===== src/rtl/query_pkg.sv =====
// Shared constants and types for the query patch memory path.
// Pixel k of a patch lives at bits [k*DATA_WIDTH +: DATA_WIDTH] of patch_t.
package query_pkg;

   localparam int DATA_WIDTH  = 11;
   localparam int PATCH_SIZE  = 5;
   localparam int ADDR_WIDTH  = 9;
   localparam int NUM_PATCHES = 512;

   localparam int PATCH_WIDTH = DATA_WIDTH * PATCH_SIZE;
   localparam int INDEX_WIDTH = (PATCH_SIZE > 1) ? $clog2(PATCH_SIZE) : 1;

   typedef enum logic [1:0] {
      IDLE  = 2'd0,
      LOAD  = 2'd1,
      FLUSH = 2'd2,
      DONE  = 2'd3
   } loader_state_t;

   typedef logic [PATCH_WIDTH-1:0] patch_t;

endpackage


===== src/rtl/query_patch_loader_packer.sv =====
// Collects PATCH_SIZE accepted pixels into an assembly buffer and presents the
// finished patch (final pixel merged in) together with a one-cycle completion pulse.
module patch_packer
   import query_pkg::*;
(
   input  logic                  clk,
   input  logic                  rst_n,
   input  logic                  clear,
   input  logic                  accept,
   input  logic [DATA_WIDTH-1:0] pixel,
   output patch_t                patch,
   output logic                  patch_complete
);

   localparam logic [INDEX_WIDTH-1:0] LAST_INDEX = INDEX_WIDTH'(PATCH_SIZE - 1);

   logic [INDEX_WIDTH-1:0] pixel_index;
   logic [DATA_WIDTH-1:0]  slots [PATCH_SIZE];

   always_ff @(posedge clk or negedge rst_n) begin
      if (!rst_n) begin
         pixel_index <= '0;
         for (int k = 0; k < PATCH_SIZE; k++) begin
            slots[k] <= '0;
         end
      end else if (clear) begin
         pixel_index <= '0;
      end else if (accept) begin
         for (int k = 0; k < PATCH_SIZE; k++) begin
            if (pixel_index == INDEX_WIDTH'(k)) begin
               slots[k] <= pixel;
            end
         end
         if (pixel_index == LAST_INDEX) begin
            pixel_index <= '0;
         end else begin
            pixel_index <= pixel_index + 1'b1;
         end
      end
   end

   assign patch_complete = accept && (pixel_index == LAST_INDEX);

   // The final pixel bypasses the buffer so the patch can be written the very next cycle.
   always_comb begin
      patch = '0;
      for (int k = 0; k < PATCH_SIZE; k++) begin
         if (patch_complete && (pixel_index == INDEX_WIDTH'(k))) begin
            patch[k*DATA_WIDTH +: DATA_WIDTH] = pixel;
         end else begin
            patch[k*DATA_WIDTH +: DATA_WIDTH] = slots[k];
         end
      end
   end

endmodule


===== src/rtl/query_patch_loader.sv =====
// Streams query pixels into patches and writes each finished patch into SRAM port 0
// at sequential addresses; one load covers NUM_PATCHES patches.
module query_patch_loader
   import query_pkg::*;
(
   input  logic                             clk,
   input  logic                             rst_n,
   input  logic                             start,
   input  logic                             in_valid,
   input  logic [DATA_WIDTH-1:0]            in_data,
   output logic                             in_ready,
   output logic                             csb0,
   output logic                             web0,
   output logic [ADDR_WIDTH-1:0]            addr0,
   output logic [DATA_WIDTH*PATCH_SIZE-1:0] wpatch0,
   output logic                             busy,
   output logic                             done,
   output logic [ADDR_WIDTH:0]              patch_count
);

   localparam logic [ADDR_WIDTH:0] LAST_PATCH = (ADDR_WIDTH + 1)'(NUM_PATCHES - 1);

   loader_state_t state;
   logic          launch;
   logic          accept;
   logic          patch_complete;
   logic          last_patch;
   patch_t        patch;

   assign launch     = start && ((state == IDLE) || (state == DONE));
   assign in_ready   = (state == LOAD);
   assign accept     = in_valid && in_ready;
   assign busy       = (state == LOAD) || (state == FLUSH);
   assign done       = (state == DONE);
   assign last_patch = patch_complete && (patch_count == LAST_PATCH);

   patch_packer u_packer (
      .clk            (clk),
      .rst_n          (rst_n),
      .clear          (launch),
      .accept         (accept),
      .pixel          (in_data),
      .patch          (patch),
      .patch_complete (patch_complete)
   );

   always_ff @(posedge clk or negedge rst_n) begin
      if (!rst_n) begin
         state <= IDLE;
      end else begin
         unique case (state)
            IDLE:    if (launch) state <= LOAD;
            LOAD:    if (last_patch) state <= FLUSH;
            FLUSH:   state <= DONE;
            DONE:    if (launch) state <= LOAD;
            default: state <= IDLE;
         endcase
      end
   end

   // The write register drains every cycle; patch_count doubles as the write address.
   always_ff @(posedge clk or negedge rst_n) begin
      if (!rst_n) begin
         csb0        <= 1'b1;
         web0        <= 1'b1;
         addr0       <= '0;
         wpatch0     <= '0;
         patch_count <= '0;
      end else begin
         csb0 <= ~patch_complete;
         web0 <= ~patch_complete;
         if (launch) begin
            patch_count <= '0;
         end else if (patch_complete) begin
            addr0       <= patch_count[ADDR_WIDTH-1:0];
            wpatch0     <= patch;
            patch_count <= patch_count + 1'b1;
         end
      end
   end

endmodule


===== config.mk =====
export PLATFORM = sky130hd
export DESIGN_NAME = query_patch_loader
export DESIGN_NICKNAME = d
export VERILOG_FILES = /design/src/rtl/query_pkg.sv /design/src/rtl/query_patch_loader_packer.sv /design/src/rtl/query_patch_loader.sv
export SDC_FILE = /design/constraint.sdc
export NUM_CORES = 1
export LEC_CHECK = 0
export CAP_MARGIN = 20
export CORE_MARGIN = 2
export CORE_UTILIZATION = 45
export CTS_CLUSTER_SIZE = 14
export DETAILED_ROUTE_END_ITERATION = 7
export DONT_BUFFER_PORTS = 1
export PLACE_DENSITY_LB_ADDON = 0.08
export SETUP_SLACK_MARGIN = 0.2
export SLEW_MARGIN = 20
export SYNTH_ARGS = -nofsm -noshare
export SYNTH_HDL_FRONTEND = slang
export SYNTH_SLANG_ARGS = --single-unit

===== constraint.sdc =====
create_clock -name clk -period 2.8 [get_ports clk]
set_input_delay 0.28 -clock clk [delete_from_list [all_inputs] [get_ports clk]]
set_output_delay 0.28 -clock clk [all_outputs]
set_load 0.02 [all_outputs]

Word level (Yosys, flattened, before mapping):

Cells that the tools add are included.

* word-level logic and storage cells: 61
* flip-flop bits (word level): 135
* output and inout bits: 79
* bits of input ports: 15

* eq/ne operators: 10
* mux-type cells: 13
* bitwise operators: 2
* reductions and logical operators: 23
* add/sub/neg operators: 2

Operators with widths (count)
* $mux W11: 5
* $mux W10: 2
* $reduce_and A3 Y1: 5
* $add A10 B1 Y10 const B: 1
* $eq A10 B9 Y1 const B: 1
* $logic_and A1 B1 Y1: 9
* $mux W3: 3
* $eq A3 B2 Y1 const B: 2
* $pmux W2 S3: 1
* $eq A2 B2 Y1 const B: 2
* $mux W2: 2
* $ne A2 B1 Y1 const B: 2
* $reduce_and A2 Y1: 2
* $reduce_bool A2 Y1: 2
* $add A3 B1 Y3 const B: 1
* $eq A3 B1 Y1 const B: 1
* $eq A3 B3 Y1 const B: 1
* $logic_not A3 Y1: 1
* $eq A2 B1 Y1 const B: 1
* $logic_not A2 Y1: 1
* $logic_or A1 B1 Y1: 2
* $not A1 Y1: 2
* $reduce_or A2 Y1: 1

Longest topological paths before layout:

* depth in word-level cells: 6
* gate-level depth with buffers: 10
* gate-level depth less buffers: 7

Modules after synthesis:

From an unflattened synthesis, not the netlist that was laid out.

* cells, all modules: 406
* area total of the unflattened synthesis: 6005.8 um2

Modules (own cells, without submodules)
* query_patch_loader: sequential area each 1928.1 um2, cells an instance 204, instances 1, area each 3070.4 um2
* patch_packer: sequential area each 1451.4 um2, cells an instance 202, instances 1, area each 2935.3 um2

Least setup slack after synthesis:

No wires, ideal clock.

* kind: register to register
* start: register state[1]
* end: register patch_count[4]
* period minus slack after synthesis: 1838 ps
* setup slack: 962 ps
* stages on the path, launching flop included: 9
* arrival time: 1760 ps
* data required time: 2722 ps
* cells stage by stage: dfrtp_1 inv_1 ha_1 and4_1 buf_4 inv_2 buf_2 or3_1 a21oi_1

* word-level cells in the longest chain between the ends: 4

RTL lines
* start, declared: RTL line query_patch_loader.sv:23 `loader_state_t state;`
* start signal, assigned: RTL line query_patch_loader.sv:49 `state <= IDLE;`
* start signal, assigned: RTL line query_patch_loader.sv:52 `IDLE: if (launch) state <= LOAD;`
* start signal, assigned: RTL line query_patch_loader.sv:53 `LOAD: if (last_patch) state <= FLUSH;`
* $eq A2 B1 Y1: RTL line query_patch_loader.sv:31 `assign in_ready = (state == LOAD);`
* net in_ready: RTL line query_patch_loader.sv:11 `output logic in_ready,`
* $logic_and A1 B1 Y1: RTL line query_patch_loader.sv:32 `assign accept = in_valid && in_ready;`
* $logic_and A1 B1 Y1: RTL line query_patch_loader_packer.sv:42 `assign patch_complete = accept && (pixel_index == LAST_INDEX);`
* $reduce_bool A2 Y1 (no source line)
* end signal, assigned: RTL line query_patch_loader.sv:77 `patch_count <= patch_count + 1'b1;`
* end, declared: RTL line query_patch_loader.sv:18 `output logic [ADDR_WIDTH:0] patch_count`

The timed path passes the listed nets, and every way through them passes these cells.
A chain may end at the register's enable or synchronous reset.

Worst setup path after layout:

* start: register state[1]
* end: register state[0]

* word-level cells in the longest chain between the ends: 6

RTL lines
* $eq A2 B1 Y1 *: RTL line query_patch_loader.sv:31
* net in_ready: RTL line query_patch_loader.sv:11
* $logic_and A1 B1 Y1: RTL line query_patch_loader.sv:32
* $logic_and A1 B1 Y1: RTL line query_patch_loader_packer.sv:42
* $logic_and A1 B1 Y1: RTL line query_patch_loader.sv:35 `assign last_patch = patch_complete && (patch_count == LAST_PATCH);`
* $ne A2 B1 Y1 (no source line)
* $reduce_and A2 Y1 (no source line)

Mark *: on every way through the listed nets, which the timed path passes. The rest lies on a longest branch.

==> run metrics <==
status=complete, but fails checks; violated checks=negative hold slack; Worst path slowest cell=and4_1; Post-Syn Instances=463; vias=3198; Arrival @ worst endpoint=2680 ps; Placeable Area=0.01084 mm^2; combinational family with the most area after synthesis=simple AND/OR/NAND/NOR gates; xor and xnor area share after synthesis=1.048%; die width=109.6 um; final RePlAce weighted congestion=0.7547; Final Max Tran Viols=0; mapped cell area=0.005016 mm^2; antenna violations before repair=0; Area after DPL=0.005122 mm^2; final hold slack=-537.5 ps; pin count of the biggest net entering global routing=125; clock buffer depth=2; clock net sink count=124; CP Capture Type=flip-flop; Design Area, Final=0.005832 mm^2; CP Cell Sequence=inv_1 -> ha_1 -> and4_1 -> inv_2 -> nor4_2 -> nand2_1 -> a22o_1; DRT antenna net count=0; switching share of power=29.01%; Clock Root Buffer=clkbuf_8; drt initial violations=187; Port Buf Inserts=0; final setup margin=517.3 ps; Die Area=0.01201 mm^2; Critical Path RT=3190 ps; Netlist cell types=33; DRT Wirelength=11000 um; Max-Slew Margin vs Limit=53.68%; vias in the first global route=3303; delay-heaviest family, CP=simple AND/OR/NAND/NOR gates; Die H=109.6 um; DR vias/cell=5.084; Place WS=518.3 ps; peak supply drop=0.3993 mV; post-synthesis mux area share=12.27%; CTS tree=built; detailed-placement wirelength estimate=6808 um; simple-gate share of the synthesized area=17.14%; Worst Tran Pin Value=692.8 ps; DR pass1 iterations=5; Final Setup Violations=0; compound-cell area share of the yosys netlist=2.819%; syn_area_per_cell=10.83 um^2; I/O pins=94; CTS H-tree depth=4; CP max stage delay=480 ps; layout cells sized above 1=17.18%; syn_nets=486; fin cells=629; number of remaining DRC errors=0; Net Switching=0.001689 W; LEAKAGE=2.979 nW; Reg area=0.003104 mm^2; Max Cap Violations=0; RSZ-0062 raised after global routing=no; area of the multi-input gates=0.001772 mm^2; Initial Utilization=46.27%; fmax=438.1 MHz; standard-cell rows=38; crit-path max FO=11; post-synthesis sequential area ratio=61.89%; Layout area overhead=16.26%; total power=0.005823 W; Worst Setup Path Type=reg2reg; clk slew on worst S/H paths=60 ps; clock skew=9.418 ps; Seq pwr share=48.9%; clk_lat worst skew=510 ps; Startpoint Class=flip-flop; min-delay worst type=in2async; Post-layout nets=499; Ant. Diodes=0; global-route wire length before repair=17670 um; minimum clock period=2283 ps; FF+latch count, synth=124; clock buffer count from CTS=17; Pint=0.004134 W; GRT Util Overall=19.84%; Placed Cells=585; fillcell total=1002; combinational share of power=13.8%; CTS Hold Bufs=12; Buf/Inv on CP=2; grt ovf=0; Yosys warnings=0; crit share post-route=81.52%; Setup TNS=0 ps; Final Hold Viols=124; clock share of power=37.3%; Power per Cell Area=998.4 mW/mm^2; wire length per cell=17.49 um; Adder-Cell Fraction of Synth Area=1.996%
through the flow:
step / utilization (%) / hold WS (ps)
2_1_floorplan: - / -15.59
3_3_place_gp: 47.25 / -11.95
3_5_place_dp: 47.25 / -12.24
4_1_cts: 53.80 / -565.8
5_1_grt: 53.80 / -569.7
6_report: 53.80 / -537.5
placed cells by master, fill, tap and decap left out, drive strengths merged:
cell,netlist,layout
nor3,4,4
mux2,44,44
nor2,10,10
a22o,1,1
mux2i,12,12
dfstp,1,1
xor2,2,2
and3,1,1
inv,9,9
ha,8,8
a21oi,5,5
o21a,1,1
dfrtp,123,123
nand3,3,3
nand2b,2,2
bufinv,0,3
clkbuf,8,25
buf,15,5
o21ai,17,17
dlygate4sd3,0,12
nor4,1,1
and2,1,1
nand4,4,4
and4,1,1
clkinvlp,0,2
or3,3,3
nand2,180,180
clkinv,0,2
xnor2,4,4
or2,1,1
a22oi,2,2
layout make-up:
class	instances	share of cell area, %
clock buffer	25	8.131
clock inverter	7	1.974
inverter	9	0.5793
multi-input combinational	307	30.38
sequential	124	53.23
tap	140	3.004
timing repair buffer	17	2.703
path summary, 6_finish.rpt:
kind | from | end | slack [ps] | cells past startpoint
min reg2reg | u_packer.slots[45] | wpatch0[1] | 460 | 2
min | rst_n | u_packer.slots[54] | -540 | 0
max | state[1] | state[0] | 520 | 7
max reg2reg | state[1] | state[0] | 520 | 7
min in group clk | start | state[0] | 50 | 2
max in group asynchronous | rst_n | web0 | 3130 | 0
per-layer routing:
layer / global-route usage [%] / up-vias / share of wire (%)
met3: 6.817 / 8 / 5.9
met5: 0 / - / 0
met4: 6.600 / 0 / 0.88
met2: 31.48 / 91 / 48
met1: 25.50 / 1574 / 45
li1: - / 1525 / -
synthesized netlist by cell type:
cell | n | area share [%]
nor3_1 | 3 | 0.30
nand3_1 | 3 | 0.30
nand2_1 | 179 | 13
nand2b_1 | 2 | 0.25
nand4_1 | 4 | 0.50
nor4_2 | 1 | 0.25
inv_2 | 1 | 0.075
nor2_4 | 1 | 0.22
a21oi_1 | 5 | 0.50
or3_1 | 3 | 0.37
a22oi_1 | 2 | 0.30
or2_2 | 1 | 0.12
buf_2 | 12 | 1.2
dfrtp_1 | 123 | 61
and2_1 | 1 | 0.12
inv_1 | 8 | 0.60
o21ai_0 | 17 | 1.7
xor2_1 | 2 | 0.35
buf_1 | 1 | 0.075
nand2_2 | 1 | 0.12
nor2_1 | 9 | 0.67
o21a_1 | 1 | 0.15
mux2i_1 | 12 | 2.4
buf_4 | 2 | 0.30
xnor2_1 | 4 | 0.70
ha_1 | 8 | 2.0
dfstp_2 | 1 | 0.52
and4_1 | 1 | 0.17
a22o_1 | 1 | 0.17
nor3_2 | 1 | 0.20
and3_1 | 1 | 0.12
clkbuf_1 | 8 | 0.60
mux2_2 | 44 | 9.9
cell families after synthesis:
group / count (synthesis)
simple gates: 211
compound gates: 26
flops: 124
buf+inv: 32
fa+ha+maj: 8
xor+xnor: 6
mux: 56
registers in the layout, summed over array words and instances, names as in the netlist:
| name | cells |
|---|---|
| web0 | 1 |
| patch_count | 10 |
| addr0 | 9 |
| u_packer.slots | 44 |
| u_packer.pixel_index | 3 |
| state | 2 |
| wpatch0 | 55 |
power groups by stage:
stage / clock network, W / logic (W) / registers [W]
2_1_floorplan: 0 / 0.000678 / 0.00279
6_report: 0.00217 / 0.000804 / 0.00285
3_5_place_dp: 0 / 0.000778 / 0.00288
4_1_cts: 0.00222 / 0.000816 / 0.00285
3_3_place_gp: 0 / 0.000754 / 0.00286
5_1_grt: 0.00231 / 0.000920 / 0.00292
timing repair:
action,4_1_cts,5_1_grt
setup buffers,0,0
hold endpoints to repair,191,124
resized for setup,0,0
endpoints found under the setup margin,0,0
worst reg2reg max path, cell delays in order (launching register included):
cell and delay [ps]:
dfrtp_1 390, inv_1 80, ha_1 360, and4_1 490
inv_2 190, nor4_2 390, nand2_1 90, a22o_1 190
Note: power is estimated with default switching activity, not from simulation.
